## src/rtl/cache_line_xfer_pkg.sv

```systemverilog
`default_nettype none
// ============================================================================
// Module      : cache_line_xfer_pkg
// Description : Shared widths, state encoding and address helper for the
//               cache line-transfer engine.
//               Contents: ADDR_W/DATA_W bus widths, TAG_W/IDX_W address
//               fields, WORDS/WORD_W line geometry, MEM_LAT_DEF read latency,
//               xfer_state_t state enum, line_addr() word-address builder.
// Revision    : 1.0 - initial release
// ============================================================================
package cache_line_xfer_pkg;

    localparam int ADDR_W      = 16;
    localparam int DATA_W      = 16;
    localparam int TAG_W       = 5;
    localparam int IDX_W       = 8;
    localparam int WORDS       = 4;
    localparam int WORD_W      = 2;
    localparam int MEM_LAT_DEF = 2;

    typedef enum logic [2:0] {
        ST_IDLE       = 3'd0,
        ST_WB         = 3'd1,
        ST_FILL_ISSUE = 3'd2,
        ST_FILL_DRAIN = 3'd3,
        ST_DONE       = 3'd4
    } xfer_state_t;

    // Byte address of word w of the line {tag, index}; words are 16-bit so
    // bit 0 is always zero.
    function automatic logic [ADDR_W-1:0] line_addr(
        input logic [TAG_W-1:0]  tag,
        input logic [IDX_W-1:0]  idx,
        input logic [WORD_W-1:0] w
    );
        return {tag, idx, w, 1'b0};
    endfunction

endpackage
`default_nettype wire

```

## src/rtl/dff.sv

```systemverilog
`default_nettype none
// ============================================================================
// Module      : dff
// Description : Enabled register with synchronous active-low clear to zero.
// Ports       : clk  - clock
//               rst  - synchronous reset, low = clear
//               i_en - load enable
//               i_d  - next value
//               o_q  - registered value
// Revision    : 1.0 - initial release
// ============================================================================
module dff #(
    parameter int WIDTH = 1
) (
    input  logic             clk,
    input  logic             rst,
    input  logic             i_en,
    input  logic [WIDTH-1:0] i_d,
    output logic [WIDTH-1:0] o_q
);

    logic [WIDTH-1:0] r_q;

    always_ff @(posedge clk) begin
        if (!rst) begin
            r_q <= '0;
        end else if (i_en) begin
            r_q <= i_d;
        end
    end

    assign o_q = r_q;

endmodule
`default_nettype wire

```

## src/rtl/xfer_ret_pipe.sv

```systemverilog
`default_nettype none
// ============================================================================
// Module      : xfer_ret_pipe
// Description : DEPTH-stage shift register tracking outstanding memory reads.
//               Each stage holds {valid, word index}; the last stage lines up
//               with the cycle the memory presents the read data.
// Ports       : clk     - clock
//               rst     - synchronous clear, low = empty pipe
//               i_push  - a read is issued this cycle
//               i_word  - word index of the issued read
//               o_valid - read data for o_word is on the memory bus
//               o_word  - word index of the returning read
// Revision    : 1.0 - initial release
// ============================================================================
module xfer_ret_pipe
    import cache_line_xfer_pkg::*;
#(
    parameter int DEPTH = MEM_LAT_DEF
) (
    input  logic              clk,
    input  logic              rst,
    input  logic              i_push,
    input  logic [WORD_W-1:0] i_word,
    output logic              o_valid,
    output logic [WORD_W-1:0] o_word
);

    logic [WORD_W:0] r_stage [DEPTH];

    always_ff @(posedge clk) begin
        if (!rst) begin
            for (int i = 0; i < DEPTH; i++) begin
                r_stage[i] <= '0;
            end
        end else begin
            r_stage[0] <= {i_push, i_word};
            for (int i = 1; i < DEPTH; i++) begin
                r_stage[i] <= r_stage[i-1];
            end
        end
    end

    assign o_valid = r_stage[DEPTH-1][WORD_W];
    assign o_word  = r_stage[DEPTH-1][WORD_W-1:0];

endmodule
`default_nettype wire

```

## src/rtl/cache_line_xfer.sv

```systemverilog
`default_nettype none
// ============================================================================
// Module      : cache_line_xfer
// Description : Line-transfer engine between the direct-mapped cache and the
//               four-bank main memory. Optionally writes back a dirty victim
//               line, then optionally refills the line, honouring per-bank
//               busy, and pulses o_done once the line is resident.
// Ports       : clk, rst (sync, active low)
//               i_start/i_evict/i_fill/i_miss_addr/i_victim_tag - request
//               i_cache_data_out - cache read data (same cycle)
//               i_mem_data_out   - memory read data (MEM_LAT after mem_rd)
//               i_busy           - per-bank busy, bank = addr[2:1]
//               o_cache_*        - cache word port
//               o_mem_*          - memory word port
//               o_xfer_busy      - engine owns the ports
//               o_done           - one-cycle completion pulse
// Revision    : 1.0 - initial release
// ============================================================================
module cache_line_xfer
    import cache_line_xfer_pkg::*;
#(
    parameter int MEM_LAT = MEM_LAT_DEF
) (
    input  logic              clk,
    input  logic              rst,
    input  logic              i_start,
    input  logic              i_evict,
    input  logic              i_fill,
    input  logic [ADDR_W-1:0] i_miss_addr,
    input  logic [TAG_W-1:0]  i_victim_tag,
    input  logic [DATA_W-1:0] i_cache_data_out,
    input  logic [DATA_W-1:0] i_mem_data_out,
    input  logic [3:0]        i_busy,
    output logic              o_cache_en,
    output logic              o_cache_wr,
    output logic              o_cache_valid_in,
    output logic [IDX_W-1:0]  o_cache_index,
    output logic [TAG_W-1:0]  o_cache_tag,
    output logic [2:0]        o_cache_offset,
    output logic [DATA_W-1:0] o_cache_data_in,
    output logic              o_mem_rd,
    output logic              o_mem_wr,
    output logic [ADDR_W-1:0] o_mem_addr,
    output logic [DATA_W-1:0] o_mem_data_in,
    output logic              o_xfer_busy,
    output logic              o_done
);

    localparam logic [WORD_W-1:0] c_LAST_WORD = WORD_W'(WORDS - 1);
    localparam int                c_LAT_W     = 2 * TAG_W + IDX_W + 1;

    logic [2:0]         w_state_q;
    logic [2:0]         w_state_d;
    xfer_state_t        w_state;
    xfer_state_t        w_state_nxt;
    logic [WORD_W-1:0]  w_k_q;
    logic [WORD_W-1:0]  w_k_d;
    logic [WORD_W-1:0]  w_j_q;
    logic [WORD_W-1:0]  w_j_d;

    // Request latches: {fill, victim tag, miss tag, index}
    logic               w_lat_en;
    logic [c_LAT_W-1:0] w_lat_d;
    logic [c_LAT_W-1:0] w_lat_q;
    logic               w_fill_q;
    logic [TAG_W-1:0]   w_vtag_q;
    logic [TAG_W-1:0]   w_tag_q;
    logic [IDX_W-1:0]   w_idx_q;

    logic               w_push;
    logic               w_ret_valid;
    logic [WORD_W-1:0]  w_ret_word;
    logic               w_unused_bits;

    assign w_state   = xfer_state_t'(w_state_q);
    assign w_state_d = w_state_nxt;
    assign {w_fill_q, w_vtag_q, w_tag_q, w_idx_q} = w_lat_q;

    // Offset bits of the miss address and the travelling word index are not
    // needed: the line is always transferred whole and j tracks returns.
    assign w_unused_bits = ^{i_miss_addr[2:0], w_ret_word};

    dff #(.WIDTH(3)) u_state_ff (
        .clk (clk), .rst (rst), .i_en (1'b1), .i_d (w_state_d), .o_q (w_state_q)
    );

    dff #(.WIDTH(WORD_W)) u_k_ff (
        .clk (clk), .rst (rst), .i_en (1'b1), .i_d (w_k_d), .o_q (w_k_q)
    );

    dff #(.WIDTH(WORD_W)) u_j_ff (
        .clk (clk), .rst (rst), .i_en (1'b1), .i_d (w_j_d), .o_q (w_j_q)
    );

    dff #(.WIDTH(c_LAT_W)) u_lat_ff (
        .clk (clk), .rst (rst), .i_en (w_lat_en), .i_d (w_lat_d), .o_q (w_lat_q)
    );

    xfer_ret_pipe #(.DEPTH(MEM_LAT)) u_ret_pipe (
        .clk     (clk),
        .rst     (rst),
        .i_push  (w_push),
        .i_word  (w_k_q),
        .o_valid (w_ret_valid),
        .o_word  (w_ret_word)
    );

    always_comb begin
        w_state_nxt      = w_state;
        w_k_d            = w_k_q;
        w_j_d            = w_j_q;
        w_lat_en         = 1'b0;
        w_lat_d          = '0;
        w_push           = 1'b0;
        o_cache_en       = 1'b0;
        o_cache_wr       = 1'b0;
        o_cache_valid_in = 1'b0;
        o_cache_index    = '0;
        o_cache_tag      = '0;
        o_cache_offset   = '0;
        o_cache_data_in  = '0;
        o_mem_rd         = 1'b0;
        o_mem_wr         = 1'b0;
        o_mem_addr       = '0;
        o_mem_data_in    = '0;
        o_xfer_busy      = (w_state != ST_IDLE);
        o_done           = 1'b0;

        if (w_state != ST_IDLE) begin
            o_cache_index = w_idx_q;
        end

        case (w_state)
            ST_IDLE: begin
                if (i_start) begin
                    w_lat_en = 1'b1;
                    w_lat_d  = {i_fill, i_victim_tag, i_miss_addr[15:11],
                                i_miss_addr[10:3]};
                    if (i_evict) begin
                        w_state_nxt = ST_WB;
                    end else if (i_fill) begin
                        w_state_nxt = ST_FILL_ISSUE;
                    end else begin
                        w_state_nxt = ST_DONE;
                    end
                end
            end

            ST_WB: begin
                // Cache read data goes straight onto the memory write bus;
                // the same word is re-read on every stalled cycle.
                o_cache_en     = 1'b1;
                o_cache_offset = {w_k_q, 1'b0};
                o_mem_addr     = line_addr(w_vtag_q, w_idx_q, w_k_q);
                o_mem_data_in  = i_cache_data_out;
                if (!i_busy[w_k_q]) begin
                    o_mem_wr = 1'b1;
                    w_k_d    = w_k_q + 1'b1;
                    if (w_k_q == c_LAST_WORD) begin
                        w_state_nxt = w_fill_q ? ST_FILL_ISSUE : ST_DONE;
                    end
                end
            end

            ST_FILL_ISSUE: begin
                o_mem_addr = line_addr(w_tag_q, w_idx_q, w_k_q);
                if (!i_busy[w_k_q]) begin
                    o_mem_rd = 1'b1;
                    w_push   = 1'b1;
                    w_k_d    = w_k_q + 1'b1;
                    if (w_k_q == c_LAST_WORD) begin
                        w_state_nxt = ST_FILL_DRAIN;
                    end
                end
            end

            ST_FILL_DRAIN: begin
                if (w_ret_valid && (w_j_q == c_LAST_WORD)) begin
                    w_state_nxt = ST_DONE;
                end
            end

            ST_DONE: begin
                o_done      = 1'b1;
                w_lat_en    = 1'b1;
                w_state_nxt = ST_IDLE;
            end

            default: begin
                w_state_nxt = ST_IDLE;
            end
        endcase

        // Returning read data is written into the cache the cycle it arrives;
        // this overlaps with issue of later words.
        if (((w_state == ST_FILL_ISSUE) || (w_state == ST_FILL_DRAIN)) && w_ret_valid) begin
            o_cache_en       = 1'b1;
            o_cache_wr       = 1'b1;
            o_cache_valid_in = 1'b1;
            o_cache_tag      = w_tag_q;
            o_cache_offset   = {w_j_q, 1'b0};
            o_cache_data_in  = i_mem_data_out;
            w_j_d            = w_j_q + 1'b1;
        end
    end

endmodule
`default_nettype wire

```

## config.mk

```make
export PLATFORM = sky130hd
export DESIGN_NAME = cache_line_xfer
export DESIGN_NICKNAME = d
export VERILOG_FILES = /design/src/rtl/cache_line_xfer_pkg.sv /design/src/rtl/dff.sv /design/src/rtl/xfer_ret_pipe.sv /design/src/rtl/cache_line_xfer.sv
export SDC_FILE = /design/constraint.sdc
export NUM_CORES = 1
export LEC_CHECK = 0
export BUFFER_PORTS_ARGS = -buffer_cell sky130_fd_sc_hd__buf_2
export CAP_MARGIN = 0
export CORE_MARGIN = 2
export CORE_UTILIZATION = 25
export DETAILED_ROUTE_END_ITERATION = 8
export GPL_TIMING_DRIVEN = 0
export SYNTH_ARGS = -nofsm -noshare
export SYNTH_HDL_FRONTEND = slang
export SYNTH_HIERARCHICAL = 1
export SYNTH_SLANG_ARGS = --single-unit
export TNS_END_PERCENT = 30
```

## constraint.sdc

```tcl
create_clock -name clk -period 1.9 [get_ports clk]
set_clock_uncertainty 0.05 [all_clocks]
set_input_delay 0.38 -clock clk [delete_from_list [all_inputs] [get_ports clk]]
set_output_delay 0.38 -clock clk [all_outputs]
set_load 0.05 [all_outputs]
```

==> summary.md <==
| Metric | Value |
|---|---|
| Hold path depth | `4` |
| Fmax | `0.494 GHz` |
| Post-Syn Area | `2050 sq um` |
| CP required | `1.47 ns` |
| Vias | `2248` |
| Initial Util | `0.254` |
| Synth-to-Final Area Change | `95.6%` |
| Antenna violations before repair | `0` |
| Worst hold path type | `input port to flop` |
| Critical Path AT | `1.59 ns` |
| HPWL Detailed | `4470 microns` |
| DR pass1 iterations | `3` |
| Shortest period the worst path allows | `2.02 ns` |
| Die H | `94.7 microns` |
| Post-Route WL | `7030 microns` |
| Placed insts | `473` |
| H-Tree Depth | `1` |
| Sum Neg Setup Slack | `-3.08 ns` |
| Crit path launch type | `flop` |
| Routed Antenna Nets | `0` |
| Tot Pwr | `1.74 mW` |
| Min-delay src | `i_victim_tag[0]` |
| Synthesized area per cell | `8.78 sq um` |
| Status | `complete, but fails checks` |
| Nets | `472` |
| Initial DRC Count | `45` |
| Post-Place Cell Area | `2860 sq um` |
| Die Area | `8960 sq um` |
| Setup-failing EPs final | `61` |
| Routed wire length per instance | `13.8 microns` |
| Worst Hold End | `u_lat_ff/o_q[13]` |
| Pre-CTS setup slack | `-0.277 ns` |
| CTS Buffer Depth | `2` |
| Final Non-Filler Cells | `511` |
| Share of layout cells above drive strength 1 | `0.581` |
| CP Max Fanout | `6` |
| Fin crit share | `1.07` |
| Vias in the first global route | `2089` |
| Failing checks | `setup timing` |
| Worst reg2reg path depth | `7` |
| Inserted Clock Buffers | `3` |
| Finished Core Util | `0.496` |
| Die Width | `94.7 microns` |
| Avg Vias per Cell | `4.40` |
| Finished layout cell area | `4020 sq um` |
| Maxcap violations | `0` |
| Synth Warn # | `6` |
| IO Pins | `133` |
| Reg2reg end | `u_state_ff/o_q[2]` |
| Maximum VDD drop | `0.189 mV` |
| Relative slew slack | `0.641` |
| Crit end category | `output pin` |
| DRC | `0` |
| RSZ-0062 raised after global routing | `yes` |
| Mapped Cells | `234` |
| GPL Wtd Cong | `0.731` |
| Critical path class | `flop to output pin` |
| Row count | `33` |
| Core area | `8090 sq um` |
| PnR worst setup slack | `-0.125 ns` |
| Worst Max-Slew Pin Slew | `0.531 ns` |
| CTS Root Cell | `clkbuf_8` |
| Max Slew Vio Count | `0` |
| First-pass GRT wire length | `10200 microns` |
| Largest net degree at the start of global routing | `20` |
| CTS tree | `yes` |
| Endpoints failing hold | `0` |
| CTS sink cnt | `28` |
| Clock-pin slew on the worst setup and hold paths | `0.11 ns` |
| FF-to-FF Start | `u_k_ff/o_q[0]` |
| CTS Hold Bufs | `0` |
| All-Layer GR Usage | `0.142` |
| Leak Pwr | `1.93 nW` |
| Pwr dens | `434 nW/um^2` |
| Fin Hold WS | `0.400 ns` |
| Diodes inserted | `0` |
| Clk_lat worst skew | `0.28 ns` |
| GRT overflow | `0` |
| Port-buffer cells | `127` |
| Worst R2R Setup Slack | `-0.04 ns` |
-- what timing repair did --
action,CTS,global route
pin swaps,22,15
buffers inserted,22,10
cloned,4,2
setup endpoints to repair,74,89
gates resized for setup,198,61
-- flip-flops by register name, indices dropped and copies added, names as in the netlist --
signal and count:
u_lat_ff/o_q 19, u_state_ff/o_q 3, u_j_ff/o_q 2, u_k_ff/o_q 2, u_ret_pipe/r_stage 2
-- where the power goes --
part | internal, mW | total, mW | switching [mW]
logic | 0.315 | 0.622 | 0.307
clock network | 0.283 | 0.491 | 0.208
registers | 0.612 | 0.631 | 0.0190
-- how the worst max path moves through the flow --
stage	start	endpoint	slack (ns)	cells after the start
3_5_place_dp	u_state_ff/o_q[2]	o_mem_addr[11]	-0.28	5
6_report	u_state_ff/o_q[2]	o_mem_addr[15]	-0.12	6
5_1_grt	u_state_ff/o_q[2]	o_mem_addr[15]	-0.20	6
3_3_place_gp	u_state_ff/o_q[1]	o_mem_addr[15]	-0.26	6
2_1_floorplan	u_state_ff/o_q[1]	o_cache_offset[1]	-0.17	6
4_1_cts	u_state_ff/o_q[1]	o_mem_addr[15]	-0.17	5
-- placed cells by master (no fill, tap or decap), types with 4 or more instances in the layout --
| master | count |
|---|---|
| nand2_1 | 5 |
| and3_4 | 8 |
| buf_4 | 24 |
| buf_2 | 59 |
| buf_8 | 33 |
| nor2b_1 | 31 |
| dfxtp_1 | 23 |
| conb_1 | 9 |
| and2_1 | 29 |
| mux2i_1 | 28 |
| dfxtp_2 | 4 |
| a22o_1 | 7 |
| and2_4 | 18 |
| and3_1 | 13 |
| buf_6 | 56 |
-- metal layers --
metal	up-vias	part of all wire	track usage	wire, microns
met4	0	0.0046	0.0193	32
met2	46	0.54	0.252	3800
met5	-	0	0	0
li1	1123	-	-	-
met3	5	0.032	0.0223	222
met1	1074	0.42	0.184	2980
-- layout make-up --
class                   instances  area (sq um)
repair buffers                163          1520
clock inverters                 1          30.0
well taps                     105           131
inverters                       4          15.0
clock buffers                   3          41.3
flip-flops and latches         28           569
fillers                       799          4080
multi-input cells             191          1560
plain buffers                  16           155
-- worst max-delay path: stages (launching register included) --
cell	delay, ns
dfxtp_2	0.34
buf_6	0.13
nor3b_4	0.22
buf_6	0.17
buf_6	0.10
a22o_1	0.18
buf_6	0.17
(Power assumes the default switching activity.)
